--- config.mk ---
export PLATFORM = sky130hd
export DESIGN_NAME = cpu_seq
export DESIGN_NICKNAME = d
export VERILOG_FILES = /design/src/rtl/cpu_seq_pkg.sv /design/src/rtl/cpu_seq_instret_ctr.sv /design/src/rtl/cpu_seq.sv
export SDC_FILE = /design/constraint.sdc
export NUM_CORES = 1
export LEC_CHECK = 0
export CORE_MARGIN = 1
export CORE_UTILIZATION = 44
export CTS_BUF_LIST = sky130_fd_sc_hd__clkbuf_8 sky130_fd_sc_hd__clkbuf_16
export DETAILED_ROUTE_END_ITERATION = 6
export PLACE_DENSITY = 0.81
export SLEW_MARGIN = 20
export SYNTH_ARGS = -nofsm -noshare
export SYNTH_HDL_FRONTEND = slang
export SYNTH_SLANG_ARGS = --single-unit
--- constraint.sdc ---
create_clock -name CLK100MHZ -period 5.4 [get_ports CLK100MHZ]
set_input_delay 0.81 -clock CLK100MHZ [delete_from_list [all_inputs] [get_ports CLK100MHZ]]
set_output_delay 0.81 -clock CLK100MHZ [all_outputs]
set_load 0.03 [all_outputs]
--- src/rtl/cpu_seq_pkg.sv ---
// Shared constants for the cpu_seq control sequencer: state encodings,
// trap-cause codes and the reset value of the instruction register.
package cpu_seq_pkg;

  localparam logic [2:0] ST_FETCH  = 3'd0;
  localparam logic [2:0] ST_DECODE = 3'd1;
  localparam logic [2:0] ST_EXEC   = 3'd2;
  localparam logic [2:0] ST_MEM    = 3'd3;
  localparam logic [2:0] ST_WB     = 3'd4;
  localparam logic [2:0] ST_TRAP   = 3'd5;

  localparam logic [1:0] CAUSE_NONE     = 2'd0;
  localparam logic [1:0] CAUSE_ILLEGAL  = 2'd1;
  localparam logic [1:0] CAUSE_MISALIGN = 2'd2;

  // addi x0, x0, 0
  localparam logic [31:0] NOP_INSTR = 32'h0000_0013;

  function automatic logic misaligned(input logic [1:0] lsb);
    return lsb != 2'b00;
  endfunction

endpackage

--- src/rtl/cpu_seq_instret_ctr.sv ---
// 64-bit retired-instruction counter with enable and async active-high reset.
// Only compiled when CPU_SEQ_INSTRET_EN is defined.
`ifdef CPU_SEQ_INSTRET_EN
module instret_ctr (
  input  logic        clk,
  input  logic        rst,
  input  logic        i_en,
  output logic [63:0] o_count
);

  logic [63:0] r_count;

  always_ff @(posedge clk or posedge rst) begin
    if (rst) begin
      r_count <= '0;
    end else if (i_en) begin
      r_count <= r_count + 64'd1;
    end
  end

  assign o_count = r_count;

endmodule
`endif

--- src/rtl/cpu_seq.sv ---
// Multicycle fetch/decode/execute/memory/writeback sequencer owning pc and IR.
// Define CPU_SEQ_INSTRET_EN to build the 64-bit retired-instruction counter.
module cpu_seq
  import cpu_seq_pkg::*;
#(
  parameter int              XLEN         = 32,
  parameter logic [XLEN-1:0] RESET_VECTOR = '0,
  parameter logic [XLEN-1:0] TRAP_VECTOR  = XLEN'(32'h0000_0100)
) (
  input  logic            CLK100MHZ,
  input  logic            rst,
  output logic            imem_req,
  output logic [XLEN-1:0] imem_addr,
  input  logic            imem_ready,
  input  logic [31:0]     imem_rdata,
  output logic [31:0]     instr,
  input  logic            dec_illegal,
  input  logic            dec_is_load,
  input  logic            dec_is_store,
  input  logic            dec_rd_en,
  input  logic            taken_branch,
  input  logic [XLEN-1:0] target,
  output logic            dmem_req,
  input  logic            dmem_ready,
  output logic            rf_we,
  output logic [2:0]      state,
  output logic [XLEN-1:0] pc,
  output logic            trap,
  output logic [1:0]      trap_cause,
  output logic [XLEN-1:0] epc,
  output logic [63:0]     instret
);

  // Handshake: a request (imem_req / dmem_req) rises on entry to its state and
  // stays high with a stable address until the matching ready is sampled high
  // on a rising edge; ready in any other state is ignored.

  logic [2:0]      r_state;
  logic [XLEN-1:0] r_pc;
  logic [XLEN-1:0] r_next_pc;
  logic [XLEN-1:0] r_epc;
  logic [31:0]     r_instr;
  logic [1:0]      r_cause;

  logic [2:0]      w_next_state;
  logic [1:0]      w_exec_cause;
  logic [XLEN-1:0] w_pc_plus4;
  logic            w_retire;

  assign w_pc_plus4 = r_pc + XLEN'(4);
  assign w_retire   = (r_state == ST_WB);

  always_comb begin
    w_exec_cause = CAUSE_NONE;
    if (dec_illegal) begin
      w_exec_cause = CAUSE_ILLEGAL;
    end else if (taken_branch && misaligned(target[1:0])) begin
      w_exec_cause = CAUSE_MISALIGN;
    end
  end

  always_comb begin
    w_next_state = r_state;
    case (r_state)
      ST_FETCH:  if (imem_ready) w_next_state = ST_DECODE;
      ST_DECODE: w_next_state = ST_EXEC;
      ST_EXEC: begin
        if (w_exec_cause != CAUSE_NONE) begin
          w_next_state = ST_TRAP;
        end else if (dec_is_load || dec_is_store) begin
          w_next_state = ST_MEM;
        end else begin
          w_next_state = ST_WB;
        end
      end
      ST_MEM:    if (dmem_ready) w_next_state = ST_WB;
      ST_WB:     w_next_state = ST_FETCH;
      ST_TRAP:   w_next_state = ST_FETCH;
      default:   w_next_state = ST_FETCH;
    endcase
  end

  always_ff @(posedge CLK100MHZ or posedge rst) begin
    if (rst) begin
      r_state   <= ST_FETCH;
      r_pc      <= RESET_VECTOR;
      r_next_pc <= RESET_VECTOR;
      r_epc     <= '0;
      r_instr   <= NOP_INSTR;
      r_cause   <= CAUSE_NONE;
    end else begin
      r_state <= w_next_state;
      case (r_state)
        ST_FETCH: if (imem_ready) r_instr <= imem_rdata;
        ST_EXEC: begin
          r_next_pc <= taken_branch ? target : w_pc_plus4;
          r_cause   <= w_exec_cause;
        end
        ST_WB:   r_pc <= r_next_pc;
        ST_TRAP: begin
          r_epc <= r_pc;
          r_pc  <= TRAP_VECTOR;
        end
        default: ;
      endcase
    end
  end

  // Requests are gated by rst so they drop the moment reset is asserted.
  assign imem_req   = (r_state == ST_FETCH) && !rst;
  assign dmem_req   = (r_state == ST_MEM) && !rst;
  assign rf_we      = w_retire && dec_rd_en && !rst;
  assign imem_addr  = r_pc;
  assign pc         = r_pc;
  assign instr      = r_instr;
  assign state      = r_state;
  assign epc        = r_epc;
  assign trap       = (r_state == ST_TRAP);
  assign trap_cause = trap ? r_cause : CAUSE_NONE;

`ifdef CPU_SEQ_INSTRET_EN
  instret_ctr u_instret_ctr (
    .clk     (CLK100MHZ),
    .rst     (rst),
    .i_en    (w_retire),
    .o_count (instret)
  );
`else
  assign instret = 64'd0;
`endif

endmodule
==> results.sh, run 1 <==
export IMPL_status="complete, but fails checks"
export IMPL_failed_checks="design-rule violations"
export IMPL_synth_area_sq_um=6635
export IMPL_cp_required_ps=4590
export IMPL_initial_utilization_pct=45.31
export IMPL_clock_path_buffers=2
export IMPL_grt_use_total_pct=22.75
export IMPL_die_width_um=124.8
export IMPL_cp_start_kind="flop"
export IMPL_worstSetupPathType="reg -> out"
export IMPL_ios=274
export IMPL_grt_overflow_total=0
export IMPL_slowest_stage="clkdlybuf4s50_1"
export IMPL_grt_max_degree=77
export IMPL_hold_class="reg -> reg"
export IMPL_critPathCaptureType="primary output"
export IMPL_ys_ff_latch=133
export IMPL_num_vias=5167
export IMPL_vias_per_cell=5.056
export IMPL_root_buffer="clkbuf_16"
export IMPL_clk_pin_slew_ps=60
export IMPL_drt_iter0_drc=361
export IMPL_n_fill_cell=1222
export IMPL_cts_buffers=17
export IMPL_wl_per_cell_um=16.42
export IMPL_diodes=0
export IMPL_clock_fmax_mhz=260.3
export IMPL_worstPathArrival_ps=3030
export IMPL_area_delta_synth_final_pct=35.04
export IMPL_io_buffers=209
export IMPL_firstDrtPassIters=7
export IMPL_vdd_drop_max_mv=0.3851
export IMPL_synth_top_area_share_pct=49.03
export IMPL_drt_wl_total_um=16780
export IMPL_chipHeight_um=124.8
export IMPL_cts_tree="built"
export IMPL_worst_slew_pin_slew_ps=762.8
export IMPL_synth_flop_cell="dfrtp_1"
export IMPL_path_cells="inv_2 -> nor2_1 -> nand2_1 -> buf_4 -> inv_2 -> and2_1 -> clkdlybuf4s50_1"
export IMPL_syn_inst=656
export IMPL_die_area_sq_um=15580
export IMPL_postRouteAntennaNets=0
export IMPL_p_leak_nw=4.043
export IMPL_relSlewSlack_pct=49.14
export IMPL_period_minus_slack_ps=3842
export IMPL_critPathMaxFanout=35
export IMPL_final_hold_violation_count=0
export IMPL_drive_gt1_share_pct=7.518
export IMPL_cts_setup_buffers=0
export IMPL_yosys_warnings=0
export IMPL_cp_common_cell="inv_2"
export IMPL_clkLatencyLatePin_ps=410
export IMPL_drv_slew=0
export IMPL_synth_edf_count=0
export IMPL_hpwl_um=11340
export IMPL_netlist_top_cells_count="dfrtp_1 (130), nand2_1 (120), buf_4 (97)"
export IMPL_setup_viol_count_final=0
export IMPL_antenna_found_initial=0
export IMPL_postSynth_asyncResetShare_pct=100.0
export IMPL_rows=44
export IMPL_fin_nets=899
export IMPL_synthTopCellsByArea="dfrtp_1 (49%), buf_4 (11%), nand2_1 (6.8%), mux2_1 (5.6%), a22o_1 (4.0%)"
export IMPL_rsz0062_at_grt="false"
export IMPL_fin_crit_sh_pct=71.16
export IMPL_hold_buffers=0
export IMPL_synth_area_leader_cell="dfrtp_1"
export IMPL_p_per_area_nw_per_um2=638.4
export IMPL_numClockSinks=133
export IMPL_gp_congestion=0.7708
export IMPL_yosysSeqAreaShare_pct=50.22
export IMPL_worst_hold_slack_ps=471.1
export IMPL_htree_levels=4
export IMPL_drc=27
export IMPL_clock_skew_ps=5.994
export IMPL_slowest_delay_ps=660
export IMPL_setup_tns_ps=0
export IMPL_grt_pass1_wl_um=27540
export IMPL_drv_cap=0
export IMPL_grt_pass1_vias=5096
export IMPL_ctsResizeCount=0
export IMPL_avgSynthCellArea_sq_um=10.11
export IMPL_synth_cell_types=45
export IMPL_core_area_sq_um=14640
export IMPL_yosysMostFrequentCell="dfrtp_1"
[where the power goes]
part,internal [mW],leakage [nW],total (mW),switching (mW)
Clock,0.647,0.285,1.07,0.423
Sequential,1.45,1.67,1.88,0.437
Combinational,1.17,2.09,2.77,1.60
Total,3.26,4.04,5.72,2.46
[layer usage]
metal / share of wire (%) / track usage, % / vias up
li1: - / - / 2405
met1: 43 / 29.51 / 2553
met2: 50 / 37.84 / 195
met3: 5.6 / 4.467 / 14
met4: 1.3 / 8.061 / 0
met5: 0 / 0 / -
[stage by stage]
step	power [mW]	util, %	std cells	area, sq um	worst slack (ps)
3_3_place_gp	4.610	57.43	990	8411	1759
2_1_floorplan	3.660	-	719	6872	346.3
5_1_grt	6.027	61.18	1022	8960	1318
3_5_place_dp	4.678	57.43	990	8411	1750
6_report	5.720	61.18	1022	8960	1558
4_1_cts	5.757	61.18	1022	8960	1465
[layout by cell type (no fill, tap or decap), types with 6 or more instances in the layout]
cell             count
a21oi_1             30
a22o_1              30
and3_1               9
buf_4                8
clkbuf_16           17
clkdlybuf4s50_1    209
conb_1              64
dfrtp_1            130
inv_1               10
mux2_1              33
nand2_1            120
nand3_1             18
nand4_1              9
nor2_1              35
o21ai_0              8
o21ai_1             21
o22ai_2              8
xnor2_1              6
xor2_1              17
[registers in the layout, summed over array words and instances (netlist names)]
| signal | count |
|---|---|
| epc | 32 |
| imem_addr | 32 |
| instr | 32 |
| r_next_pc | 32 |
| state | 3 |
| r_cause | 2 |
[layout make-up]
cell class | instances | area [sq um] | area share (%)
Inverter | 9 | 38.79 | 0.4329
Sequential cell | 133 | 3332 | 37.19
Clock buffer | 19 | 452.9 | 5.055
Multi-Input combinational cell | 447 | 2658 | 29.66
Tap cell | 184 | 230.2 | 2.569
Clock inverter | 13 | 96.34 | 1.075
Timing Repair Buffer | 217 | 2152 | 24.02
[kinds of logic after synthesis]
| family | count (synthesis) | synth area share, % |
|---|---|---|
| and+or+nand+nor | 215 | 15.69 |
| buffers and inverters | 139 | 13.60 |
| DFF | 133 | 50.22 |
| AOI/OAI and AO/OA | 108 | 11.16 |
| muxes | 36 | 6.053 |
| xor gates and xnor gates | 23 | 3.036 |
| adders and majority gates | 1 | 0.1885 |
| other | 1 | 0.05652 |
[critical path, delay by kind of cell, from the launching register on]
family	cells	cell delay [ps]
DFF	1	560
and+or+nand+nor	3	500
buffers and inverters	4	1550
[worst paths after layout]
| path | start | end | slack [ps] | depth (start not counted) |
|---|---|---|---|---|
| setup / recovery | state[2] | trap_cause[0] | 1560 | 7 |
| hold / removal | epc[18] | epc[18] | 470 | 2 |
| setup reg to reg | state[1] | r_next_pc[21] | 2850 | 6 |
| hold reg to reg | epc[18] | epc[18] | 470 | 2 |
| max in group asynchronous | rst | epc[31] | 3230 | 3 |
| min in group asynchronous | rst | r_next_pc[1] | 920 | 2 |
Power figures use the tool's default switching activity.
==> run 2: changes to the inputs <==
==> constraint.sdc (replaced) <==
create_clock -name CLK100MHZ -period 3.95 [get_ports CLK100MHZ]
set_input_delay 0.5925 -clock CLK100MHZ [delete_from_list [all_inputs] [get_ports CLK100MHZ]]
set_output_delay 0.5925 -clock CLK100MHZ [all_outputs]
set_load 0.03 [all_outputs]
==> results.sh, run 2 (synthesis results as in run 1) <==
export IMPL_clkLatencyLatePin_ps=420
export IMPL_drt_iter0_drc=301
export IMPL_io_buffers=209
export IMPL_core_area_sq_um=14640
export IMPL_worst_hold_slack_ps=474.9
export IMPL_clock_fmax_mhz=321.7
export IMPL_numClockSinks=133
export IMPL_drive_gt1_share_pct=8.214
export IMPL_diodes=0
export IMPL_vdd_drop_max_mv=0.5731
export IMPL_hold_class="reg -> reg"
export IMPL_comb_power_share_pct=47.7
export IMPL_rsz0062_at_grt="false"
export IMPL_failed_checks="design-rule violations"
export IMPL_layout_commonest_cell="clkdlybuf4s50_1"
export IMPL_grt_use_total_pct=22.17
export IMPL_grt_pass1_wl_um=26800
export IMPL_hold_buffers=0
export IMPL_final_util_pct=61.53
export IMPL_intPower_mw=4.559
export IMPL_final_hold_violation_count=0
export IMPL_critPathCaptureType="primary output"
export IMPL_postRouteAntennaNets=0
export IMPL_p_per_area_nw_per_um2=882.3
export IMPL_setup_tns_ps=0
export IMPL_worstPathArrival_ps=2520
export IMPL_rows=44
export IMPL_grt_overflow_total=0
export IMPL_grt_max_degree=76
export IMPL_p_leak_nw=4.062
export IMPL_cts_buffers=17
export IMPL_clock_skew_ps=7.269
export IMPL_die_width_um=124.8
export IMPL_power_switching_mw=3.391
export IMPL_final_cell_mix="clkdlybuf4s50_1 (208), dfrtp_1 (130), nand2_1 (120)"
export IMPL_ios=274
export IMPL_hpwl_um=11410
export IMPL_setup_viol_count_final=0
export IMPL_clkPwrFrac_pct=19.8
export IMPL_wl_per_cell_um=16.44
export IMPL_final_setup_worst_slack_ps=841.7
export IMPL_worst_slew_pin_slew_ps=929.6
export IMPL_netSwitchingFraction_pct=42.66
export IMPL_period_minus_slack_ps=3108
export IMPL_critPathMaxFanout=11
export IMPL_drv_cap=0
export IMPL_clk_pin_slew_ps=60
export IMPL_area_delta_synth_final_pct=35.81
export IMPL_cp_start_kind="flop"
export IMPL_initial_utilization_pct=45.31
export IMPL_drv_slew=0
export IMPL_ctsResizeCount=0
export IMPL_die_area_sq_um=15580
export IMPL_grt_pass1_vias=4999
export IMPL_antenna_found_initial=0
export IMPL_clock_path_buffers=2
export IMPL_cts_tree="built"
export IMPL_firstDrtPassIters=7
export IMPL_n_fill_cell=1223
export IMPL_place_inst=992
export IMPL_root_buffer="clkbuf_16"
export IMPL_worstSetupPathType="reg -> out"
export IMPL_gp_congestion=0.7743
export IMPL_fin_crit_sh_pct=78.69
export IMPL_chipHeight_um=124.8
export IMPL_seq_power_share_pct=32.4
export IMPL_layout_cells_non_filler=1024
export IMPL_htree_levels=4
export IMPL_post_place_ws_ps=1175
export IMPL_status="complete, but fails checks"
export IMPL_finalPower_mw=7.950
export IMPL_drt_wl_total_um=16830
export IMPL_num_vias=5186
export IMPL_drc=26
export IMPL_fin_nets=901
export IMPL_vias_per_cell=5.064
export IMPL_relSlewSlack_pct=38.03
export IMPL_cts_setup_buffers=0
export IMPL_cp_required_ps=3360
export IMPL_placed_cell_area_sq_um=8422
export IMPL_fin_area_sq_um=9011
-- run 2: layer usage --
metal,vias up,global-route usage [%],wire (um)
met5,-,0,0
li1,2413,-,-
met2,229,37.38,8531
met1,2520,27.71,6977
met4,0,9.368,303
met3,24,4.424,1018
-- run 2: critical path, stage by stage, from the launching register on --
cell             delay, ps
dfrtp_1                590
inv_2                  110
nor2_1                 190
nand2_1                330
nor2_1                 190
clkdlybuf4s50_1        690
-- run 2: layout make-up --
type / instances / area [sq um] / area share [%]
repair buffers: 219 / 2165 / 24.02
inverters: 9 / 37.54 / 0.4166
well taps: 184 / 230.2 / 2.555
clock buffers: 17 / 425.4 / 4.721
clock inverters: 15 / 163.9 / 1.819
multi-input cells: 447 / 2658 / 29.49
flip-flops and latches: 133 / 3332 / 36.98
-- run 2: power groups by stage --
stage / registers (mW) / logic [mW] / clock network, mW
floorplan: 3.29 / 1.72 / 0
global placement: 2.56 / 3.75 / 0
detailed placement: 2.59 / 3.80 / 0
CTS: 2.58 / 3.82 / 1.60
global route: 2.67 / 4.02 / 1.65
finish: 2.58 / 3.80 / 1.58
-- run 2: path summary, 6_finish.rpt --
kind,start,endpoint,slack (ps),depth (start not counted)
max in group asynchronous,rst,epc[20],1700,4
hold reg to reg,epc[15],epc[15],470,2
hold / removal,epc[15],epc[15],470,2
setup reg to reg,imem_addr[2],r_next_pc[28],1610,6
min in group asynchronous,rst,r_next_pc[1],810,3
setup / recovery,state[2],trap_cause[1],840,5
==> run 3: changes to the inputs <==
--- a/config.mk
+++ b/config.mk
@@ -6,10 +6,10 @@
 export NUM_CORES = 1
 export LEC_CHECK = 0
 export CORE_MARGIN = 1
-export CORE_UTILIZATION = 44
+export CORE_UTILIZATION = 39
 export CTS_BUF_LIST = sky130_fd_sc_hd__clkbuf_8 sky130_fd_sc_hd__clkbuf_16
 export DETAILED_ROUTE_END_ITERATION = 6
-export PLACE_DENSITY = 0.81
+export PLACE_DENSITY = 0.76
 export SLEW_MARGIN = 20
 export SYNTH_ARGS = -nofsm -noshare
 export SYNTH_HDL_FRONTEND = slang
==> constraint.sdc (replaced) <==
create_clock -name CLK100MHZ -period 2.8 [get_ports CLK100MHZ]
set_input_delay 0.42 -clock CLK100MHZ [delete_from_list [all_inputs] [get_ports CLK100MHZ]]
set_output_delay 0.42 -clock CLK100MHZ [all_outputs]
set_load 0.03 [all_outputs]
==> results.sh, run 3 (synthesis results as in run 1) <==
export IMPL_status="finished clean"
export IMPL_wl_per_cell_um=15.98
export IMPL_grt_use_total_pct=19.87
export IMPL_rows=47
export IMPL_fin_crit_sh_pct=92.94
export IMPL_cp_required_ps=2380
export IMPL_fin_area_sq_um=9052
export IMPL_hpwl_um=11660
export IMPL_power_switching_mw=4.709
export IMPL_postRouteAntennaNets=0
export IMPL_p_leak_nw=4.084
export IMPL_layout_commonest_cell="clkdlybuf4s50_1"
export IMPL_initial_utilization_pct=40.01
export IMPL_final_cell_mix="clkdlybuf4s50_1 (205), dfrtp_1 (130), nand2_1 (120)"
export IMPL_grt_max_degree=134
export IMPL_r2r_end="epc[15]"
export IMPL_die_width_um=132.4
export IMPL_vdd_drop_max_mv=0.6919
export IMPL_numClockSinks=133
export IMPL_drt_wl_total_um=16970
export IMPL_critPathMaxFanout=15
export IMPL_startpoint="state[1]"
export IMPL_r2r_start="state[1]"
export IMPL_worstPathArrival_ps=2180
export IMPL_p_per_area_nw_per_um2=1223
export IMPL_setup_viol_count_final=0
export IMPL_relSlewSlack_pct=49.34
export IMPL_hp_start="epc[23]"
export IMPL_drv_cap=0
export IMPL_die_area_sq_um=17540
export IMPL_ctsResizeCount=0
export IMPL_drt_iter0_drc=301
export IMPL_ios=274
export IMPL_firstDrtPassIters=4
export IMPL_clkPwrFrac_pct=18.7
export IMPL_clk_pin_slew_ps=60
export IMPL_hold_buffers=0
export IMPL_cts_setup_buffers=0
export IMPL_drv_slew=0
export IMPL_chipHeight_um=132.4
export IMPL_fin_nets=906
export IMPL_cp_start_kind="flop"
export IMPL_antenna_found_initial=0
export IMPL_io_buffers=209
export IMPL_rsz0062_at_grt="false"
export IMPL_diodes=0
export IMPL_final_hold_violation_count=0
export IMPL_critPathCaptureType="primary output"
export IMPL_placed_cell_area_sq_um=8509
export IMPL_min_to="epc[23]"
export IMPL_gp_congestion=0.7774
export IMPL_core_area_sq_um=16580
export IMPL_worst_slew_pin_slew_ps=759.9
export IMPL_vias_per_cell=4.811
export IMPL_comb_power_share_pct=48.9
export IMPL_reg2reg_slack_ps=770
export IMPL_drc=0
export IMPL_cts_tree="built"
export IMPL_htree_levels=4
export IMPL_clkLatencyLatePin_ps=420
export IMPL_clock_path_buffers=2
export IMPL_grt_overflow_total=0
export IMPL_intPower_mw=6.363
export IMPL_setup_tns_ps=0
export IMPL_seq_power_share_pct=32.4
export IMPL_drive_gt1_share_pct=8.551
export IMPL_root_buffer="clkbuf_16"
export IMPL_period_minus_slack_ps=2602
export IMPL_clock_skew_ps=8.855
export IMPL_grt_pass1_vias=5021
export IMPL_worst_hold_slack_ps=469.6
export IMPL_min_delay_path_depth=2
export IMPL_area_delta_synth_final_pct=36.43
export IMPL_final_util_pct=54.59
export IMPL_cts_buffers=17
export IMPL_num_vias=5109
export IMPL_grt_pass1_wl_um=26900
export IMPL_hold_class="reg -> reg"
export IMPL_netSwitchingFraction_pct=42.53
export IMPL_r2r_cells=6
export IMPL_clock_fmax_mhz=384.3
export IMPL_worstSetupPathType="reg -> out"
-- run 3: how the worst max path moves through the flow --
stage                                to  slack, ps  depth (start not counted)
after detailed placement          rf_we        560                          4
final                     trap_cause[0]        200                          5
after global placement            rf_we        560                          4
after floorplan                dmem_req       -770                          2
after CTS                 trap_cause[0]        170                          5
after global routing      trap_cause[0]          9                          5
-- run 3: final cells by class --
class                      count  area [sq um]
fill                        1522          7531
sequential                   133          3332
multi-input combinational    447          2658
timing repair buffer         224          2207
clock buffer                  21         480.5
tap                          220         275.3
clock inverter                 8         62.56
inverter                       9         37.54
-- run 3: metrics by stage --
stage               worst slack (ps)  std cells  total power [mW]
floorplan                     -769.2        719             7.059
global placement               561.7       1033             8.960
detailed placement             555.7       1033             9.071
CTS                            174.1       1062             11.18
global route                   8.886       1062             11.68
finish                         197.6       1062             11.07
-- run 3: critical path, stage by stage (launching register included) --
cell and delay, ps:
dfrtp_1 570, nor2_1 280, nand2_1 290, inv_2 290, and2_1 170, buf_4 160
-- run 3: power by group through the flow --
stage / Sequential, mW / Combinational, mW / Clock, mW
after global placement: 3.58 / 5.38 / 0
after CTS: 3.59 / 5.47 / 2.11
after floorplan: 4.64 / 2.42 / 0
final: 3.59 / 5.42 / 2.07
after global routing: 3.72 / 5.76 / 2.19
after detailed placement: 3.62 / 5.45 / 0
-- run 3: metal layers --
metal | up-vias | routed length (um) | track usage (%)
li1 | 2421 | - | -
met1 | 2498 | 7405 | 25.09
met4 | 0 | 233 | 7.024
met3 | 16 | 834 | 4.253
met5 | - | 0 | 0
met2 | 174 | 8498 | 33.63
